## config.mk

```make
export PLATFORM = sky130hd
export DESIGN_NAME = audio_adc_i2s_rx
export DESIGN_NICKNAME = d
export VERILOG_FILES = /design/src/rtl/audio_adc_i2s_rx.sv
export SDC_FILE = /design/constraint.sdc
export NUM_CORES = 1
export LEC_CHECK = 0
export ABC_AREA = 1
export BUFFER_PORTS_ARGS = -buffer_cell sky130_fd_sc_hd__buf_2
export CAP_MARGIN = 20
export CORE_MARGIN = 2
export CORE_UTILIZATION = 55
export CTS_CLUSTER_SIZE = 40
export DETAILED_ROUTE_END_ITERATION = 12
export PLACE_DENSITY = 0.76
export SLEW_MARGIN = 15
export SYNTH_ARGS = -nofsm -noshare
export SYNTH_HDL_FRONTEND = slang
export SYNTH_SLANG_ARGS = --single-unit
```

## constraint.sdc

```tcl
create_clock -name clk_50_clk -period 3.96 [get_ports clk_50_clk]
set_input_delay 0.198 -clock clk_50_clk [delete_from_list [all_inputs] [get_ports clk_50_clk]]
set_output_delay 0.198 -clock clk_50_clk [all_outputs]
set_load 0.02 [all_outputs]
```

## src/rtl/audio_adc_i2s_rx.sv

```systemverilog
// I2S capture receiver for the codec ADC path: oversamples BCLK/ADCLRCK/ADCDAT,
// deserializes left/right words and queues stereo pairs in a FWFT FIFO.
module audio_adc_i2s_rx #(
    parameter int DATA_WIDTH = 16,
    parameter int FIFO_DEPTH = 4
) (
    input  logic                          clk_50_clk,
    input  logic                          reset_reset,
    input  logic                          enable,
    input  logic                          clear_status,
    input  logic                          audio_in_BCLK,
    input  logic                          audio_in_ADCLRCK,
    input  logic                          audio_in_ADCDAT,
    output logic [2*DATA_WIDTH-1:0]       out_data,
    output logic                          out_valid,
    input  logic                          out_ready,
    output logic [$clog2(FIFO_DEPTH):0]   fifo_level,
    output logic                          overrun,
    output logic                          short_frame
);

    // state     | meaning
    // WAIT_EDGE | idle or resyncing; waits for an LRCK change before capturing
    // CAPTURE   | aligned to LRCK; shifting words and pushing pairs
    typedef enum logic {WAIT_EDGE, CAPTURE} state_t;

    localparam int AW = $clog2(FIFO_DEPTH);
    localparam int SW = $clog2(DATA_WIDTH + 2);
    localparam logic [SW-1:0] SLOT_LAST  = SW'(DATA_WIDTH);
    localparam logic [SW-1:0] SLOT_MAX   = SW'(DATA_WIDTH + 1);
    localparam logic [AW:0]   LEVEL_FULL = (AW+1)'(FIFO_DEPTH);

    state_t                  state_q, state_d;
    logic [1:0]              bclk_sync, lrck_sync, dat_sync;
    logic                    bclk_prev;
    logic                    rise, lrck, dat;
    logic                    lrck_last, lrck_seen, lrck_change;
    logic [SW-1:0]           slot_q, slot_now;
    logic [DATA_WIDTH-1:0]   shreg, left_hold, word_now;
    logic                    left_ok;
    logic                    shift_en, left_done, push, short_set;

    logic [2*DATA_WIDTH-1:0] mem [FIFO_DEPTH];
    logic [AW-1:0]           wr_ptr, rd_ptr;
    logic [AW:0]             count;
    logic                    pop, full, wr_en, drop;

    always_ff @(posedge clk_50_clk) begin
        if (reset_reset) begin
            bclk_sync <= '0;
            lrck_sync <= '0;
            dat_sync  <= '0;
            bclk_prev <= 1'b0;
        end else begin
            bclk_sync <= {bclk_sync[0], audio_in_BCLK};
            lrck_sync <= {lrck_sync[0], audio_in_ADCLRCK};
            dat_sync  <= {dat_sync[0], audio_in_ADCDAT};
            bclk_prev <= bclk_sync[1];
        end
    end

    assign rise     = bclk_sync[1] & ~bclk_prev;
    assign lrck     = lrck_sync[1];
    assign dat      = dat_sync[1];
    assign word_now = {shreg[DATA_WIDTH-2:0], dat};

    // The first rise after reset only learns the LRCK level, so a reset taken
    // mid-channel cannot masquerade as a channel boundary.
    assign lrck_change = lrck_seen && (lrck != lrck_last);
    assign slot_now    = (!lrck_seen || lrck_change) ? '0 :
                         (slot_q == SLOT_MAX) ? SLOT_MAX : slot_q + SW'(1);

    always_comb begin
        state_d   = state_q;
        shift_en  = 1'b0;
        left_done = 1'b0;
        push      = 1'b0;
        short_set = 1'b0;
        case (state_q)
            WAIT_EDGE: begin
                if (enable && rise && lrck_change)
                    state_d = CAPTURE;
            end
            CAPTURE: begin
                if (!enable) begin
                    state_d = WAIT_EDGE;
                end else if (rise) begin
                    if (lrck_change) begin
                        if (slot_q >= SW'(1) && slot_q < SLOT_LAST)
                            short_set = 1'b1;
                    end else if (slot_now <= SLOT_LAST) begin
                        shift_en = 1'b1;
                        if (slot_now == SLOT_LAST) begin
                            if (!lrck)
                                left_done = 1'b1;
                            else if (left_ok)
                                push = 1'b1;
                        end
                    end
                end
            end
        endcase
    end

    always_ff @(posedge clk_50_clk) begin
        if (reset_reset) begin
            state_q   <= WAIT_EDGE;
            slot_q    <= '0;
            lrck_last <= 1'b0;
            lrck_seen <= 1'b0;
            shreg     <= '0;
            left_hold <= '0;
            left_ok   <= 1'b0;
        end else begin
            state_q <= state_d;
            if (rise) begin
                lrck_last <= lrck;
                lrck_seen <= 1'b1;
                slot_q    <= slot_now;
            end
            if (shift_en)
                shreg <= word_now;
            if (left_done)
                left_hold <= word_now;
            if (state_q != CAPTURE || !enable || short_set || push)
                left_ok <= 1'b0;
            else if (left_done)
                left_ok <= 1'b1;
        end
    end

    // A full FIFO still accepts a push when the head leaves in the same cycle.
    assign pop   = out_valid & out_ready;
    assign full  = (count == LEVEL_FULL);
    assign wr_en = push & (~full | pop);
    assign drop  = push & full & ~pop;

    always_ff @(posedge clk_50_clk) begin
        if (wr_en)
            mem[wr_ptr] <= {left_hold, word_now};
    end

    always_ff @(posedge clk_50_clk) begin
        if (reset_reset) begin
            wr_ptr <= '0;
            rd_ptr <= '0;
            count  <= '0;
        end else begin
            if (wr_en)
                wr_ptr <= wr_ptr + AW'(1);
            if (pop)
                rd_ptr <= rd_ptr + AW'(1);
            case ({wr_en, pop})
                2'b10:   count <= count + (AW+1)'(1);
                2'b01:   count <= count - (AW+1)'(1);
                default: count <= count;
            endcase
        end
    end

    always_ff @(posedge clk_50_clk) begin
        if (reset_reset) begin
            overrun     <= 1'b0;
            short_frame <= 1'b0;
        end else begin
            if (drop)
                overrun <= 1'b1;
            else if (clear_status)
                overrun <= 1'b0;
            if (short_set)
                short_frame <= 1'b1;
            else if (clear_status)
                short_frame <= 1'b0;
        end
    end

    assign out_valid  = (count != '0);
    assign out_data   = out_valid ? mem[rd_ptr] : '0;
    assign fifo_level = count;

endmodule

```

==> flow_metrics.py <==
metrics = {
    "cts": {
        "postCtsSetupBuffers": 0,
        "clock_path_buffers": 2,
        "cts.sinks": 186,
        "htree_levels": 4,
        "cts_made_buffers": 17,
        "clk_latency_ps": 430,
        "cts-root-buf": "clkbuf_16",
        "cts_tree": "built",
        "clk_pin_slew_worst_paths_ps": 60,
    },
    "timing": {
        "timing.setup.tns_ps": 0,
        "max_freq_ghz": 0.348,
        "tightest_slew_ps": 778,
        "setup_violations": 0,
        "clock_skew_ps": 7.04,
        "fin_crit_sh": 0.727,
        "hold_viol": 0,
        "post-route-min-period_ps": 2880,
        "layout_setup_ws_ps": 1080,
        "rsz0062_at_grt": "no",
        "relSlewSlack": 0.480,
        "drv_slew": 0,
    },
    "cells_and_area": {
        "fillers": 970,
        "final_cell_mix": "163 x nor2_1, 128 x edfxtp_1, 93 x o21ai_0",
        "syn_to_final_growth_pct": 15.7,
        "fin_nets": 739,
        "drive_above_1_share": 0.134,
        "final_common_cell": "nor2_1",
        "n_antenna_cell": 0,
    },
    "logic_synthesis": {
        "synthXorXnorAreaFrac": 0.00121,
        "synth.mux.area_fraction": 0,
        "yosys_warnings": 0,
        "syn_avg_cell_area_um2": 10.7,
        "synth_top_family_by_area": "compound AO/OA/AOI/OAI gates",
        "synth_fp_nets": 694,
        "yosys.area.top_type": "edfxtp_1",
        "synthAdderAreaFrac": 0.0131,
        "yosysUniqueCellTypes": 31,
        "syn_area_um2": 7260,
        "synth_seq_cells": 186,
        "ys_seq_area_frac": 0.689,
        "synth_area_leaders": "edfxtp_1 53%, dfxtp_1 16%, nor2_1 8.6%",
        "syn_inst": 679,
        "synth_compound_area_frac": 0.127,
        "yosys.area_share.simple": 0.124,
        "synth_top_area_share": 0.529,
    },
    "critical_path": {
        "cp_max_fo": 24,
        "required_ps": 4080,
        "critPathSlowestCell": "nor2_2",
        "path_cells": "inv_1 > ha_1 > nand3_1 > nand2_1 > o21ai_1 > nand3_4 > nor2_2 > nand2_1 > nor2_2 > buf_12",
        "critPathCaptureType": "flip-flop",
        "critPathKind": "flip-flop to flip-flop",
        "cp_top_family": "simple AND/OR/NAND/NOR gates",
        "worst_ep_arrival_time_ps": 3000,
        "slowest_delay_ps": 540,
        "crit_buf_inv": 2,
        "startpoint_type": "flip-flop",
    },
    "placement": {
        "io_buffers": 45,
        "gp_congestion": 0.807,
        "post-dp-hpwl_um": 8920,
        "place_ws_ps": 1120,
    },
    "power_and_ir_drop": {
        "p_per_area_nw_per_um2": 630,
        "peakVddDrop_uv": 684,
        "p_leak_uw": 0.00304,
    },
    "floorplan": {
        "dieArea_um2": 14100,
        "pin_count": 46,
        "initial_core_util": 0.569,
        "core_area_um2": 12800,
        "die_x_um": 119,
        "row_count": 41,
        "die-height_um": 119,
    },
    "routing": {
        "avgRoutedWirePerCell_um": 16.7,
        "drc": 0,
        "via_per_inst": 5.44,
        "dr.pass1.iters": 5,
        "via_count": 4948,
        "wl_um": 15200,
        "drt_iter0_markers": 490,
        "ant_nets": 0,
    },
    "flow_run": {
        "max_cap_viol_count": 0,
    },
    "global_routing": {
        "first_global_vias": 4926,
        "grt_pass1_wl_um": 24400,
        "overflow": 0,
        "grt_max_degree": 65,
        "antenna_found_initial": 0,
        "grt_use_total": 0.223,
    },
    "min_path": {
        "hold_class": "input port to flip-flop",
    },
    "status": {
        "status": "finished clean",
    },
}
## worst paths after layout
path / from / endpoint / slack (ps) / cells after the start
max: slot_q[1] / mem[1][11] / 1080 / 10
min: clear_status / overrun / 40 / 4
max reg2reg: slot_q[1] / mem[1][11] / 1080 / 10
min reg2reg: bclk_sync[0] / bclk_sync[1] / 410 / 2
## sequential cells by signal (all words and copies together) (netlist names), 3 cells and up, named ones only
name and count:
mem 128, left_hold 16, shreg 15, slot_q 5, fifo_level 3
## Yosys cell counts, drive strengths merged
cell    instances
buf             9
nand4           5
ha              6
o21ai         104
a211oi          4
fa              1
nor2          169
nand3b          2
a21oi          72
o21a            1
dfxtp          58
clkbuf         24
xor2            1
edfxtp        128
clkinv          1
nor3            3
nand2          28
nand3          10
inv            53
## power breakdown
| group | internal (µW) | leakage, µW | switching [µW] |
|---|---|---|---|
| Sequential | 2080 | 0.00152 | 59.1 |
| Clock | 1180 | 0.000316 | 685 |
| Combinational | 371 | 0.00120 | 919 |
## tightest hold or removal path: cells and delay by family
kind,cells,cell delay (ps)
AND/OR/NAND/NOR,1,50
buffers and inverters,2,120
AO/OA/AOI/OAI,1,50
## metal layers
| layer | global-route usage | wire [µm] | up-vias |
|---|---|---|---|
| met5 | 0 | 0 | - |
| met4 | 0.0893 | 282 | 0 |
| met3 | 0.0417 | 691 | 24 |
| met2 | 0.401 | 8140 | 151 |
| met1 | 0.265 | 6060 | 2366 |
| li1 | - | - | 2407 |
## final cells by class
cell class	count	area (µm²)	area share
inverters	54	203	0.0241
flip-flops and latches	186	5010	0.596
clock buffers	18	429	0.0511
clock inverters	14	226	0.0270
well taps	172	215	0.0256
repair buffers	59	390	0.0465
multi-input cells	406	1930	0.230
## metrics by stage
step | total power, µW | hold slack (ps) | std cells | util | area (µm²)
2_1_floorplan | 3020 | 276 | 679 | - | 7260
3_3_place_gp | 3440 | 390 | 872 | 0.601 | 7670
3_5_place_dp | 3470 | 399 | 873 | 0.603 | 7700
4_1_cts | 5320 | 26.1 | 908 | 0.657 | 8390
5_1_grt | 5510 | 73.3 | 909 | 0.658 | 8400
6_report | 5290 | 40.5 | 909 | 0.658 | 8400
## timing repair
item                                   CTS  global route
hold buffers                             3             0
endpoints found under the hold margin    3             0
setup endpoints to repair                0             0
gates resized for setup                  0             0
## cell families (layout without fill, tap and decap cells)
| kind of cell | count (synthesis) | count (layout) |
|---|---|---|
| flops | 186 | 186 |
| compound gates | 181 | 181 |
| simple gates | 217 | 217 |
| xor+xnor | 1 | 1 |
| buf+inv | 87 | 145 |
| fa+ha+maj | 7 | 7 |
No activity file was read; power rests on OpenSTA's default activity.
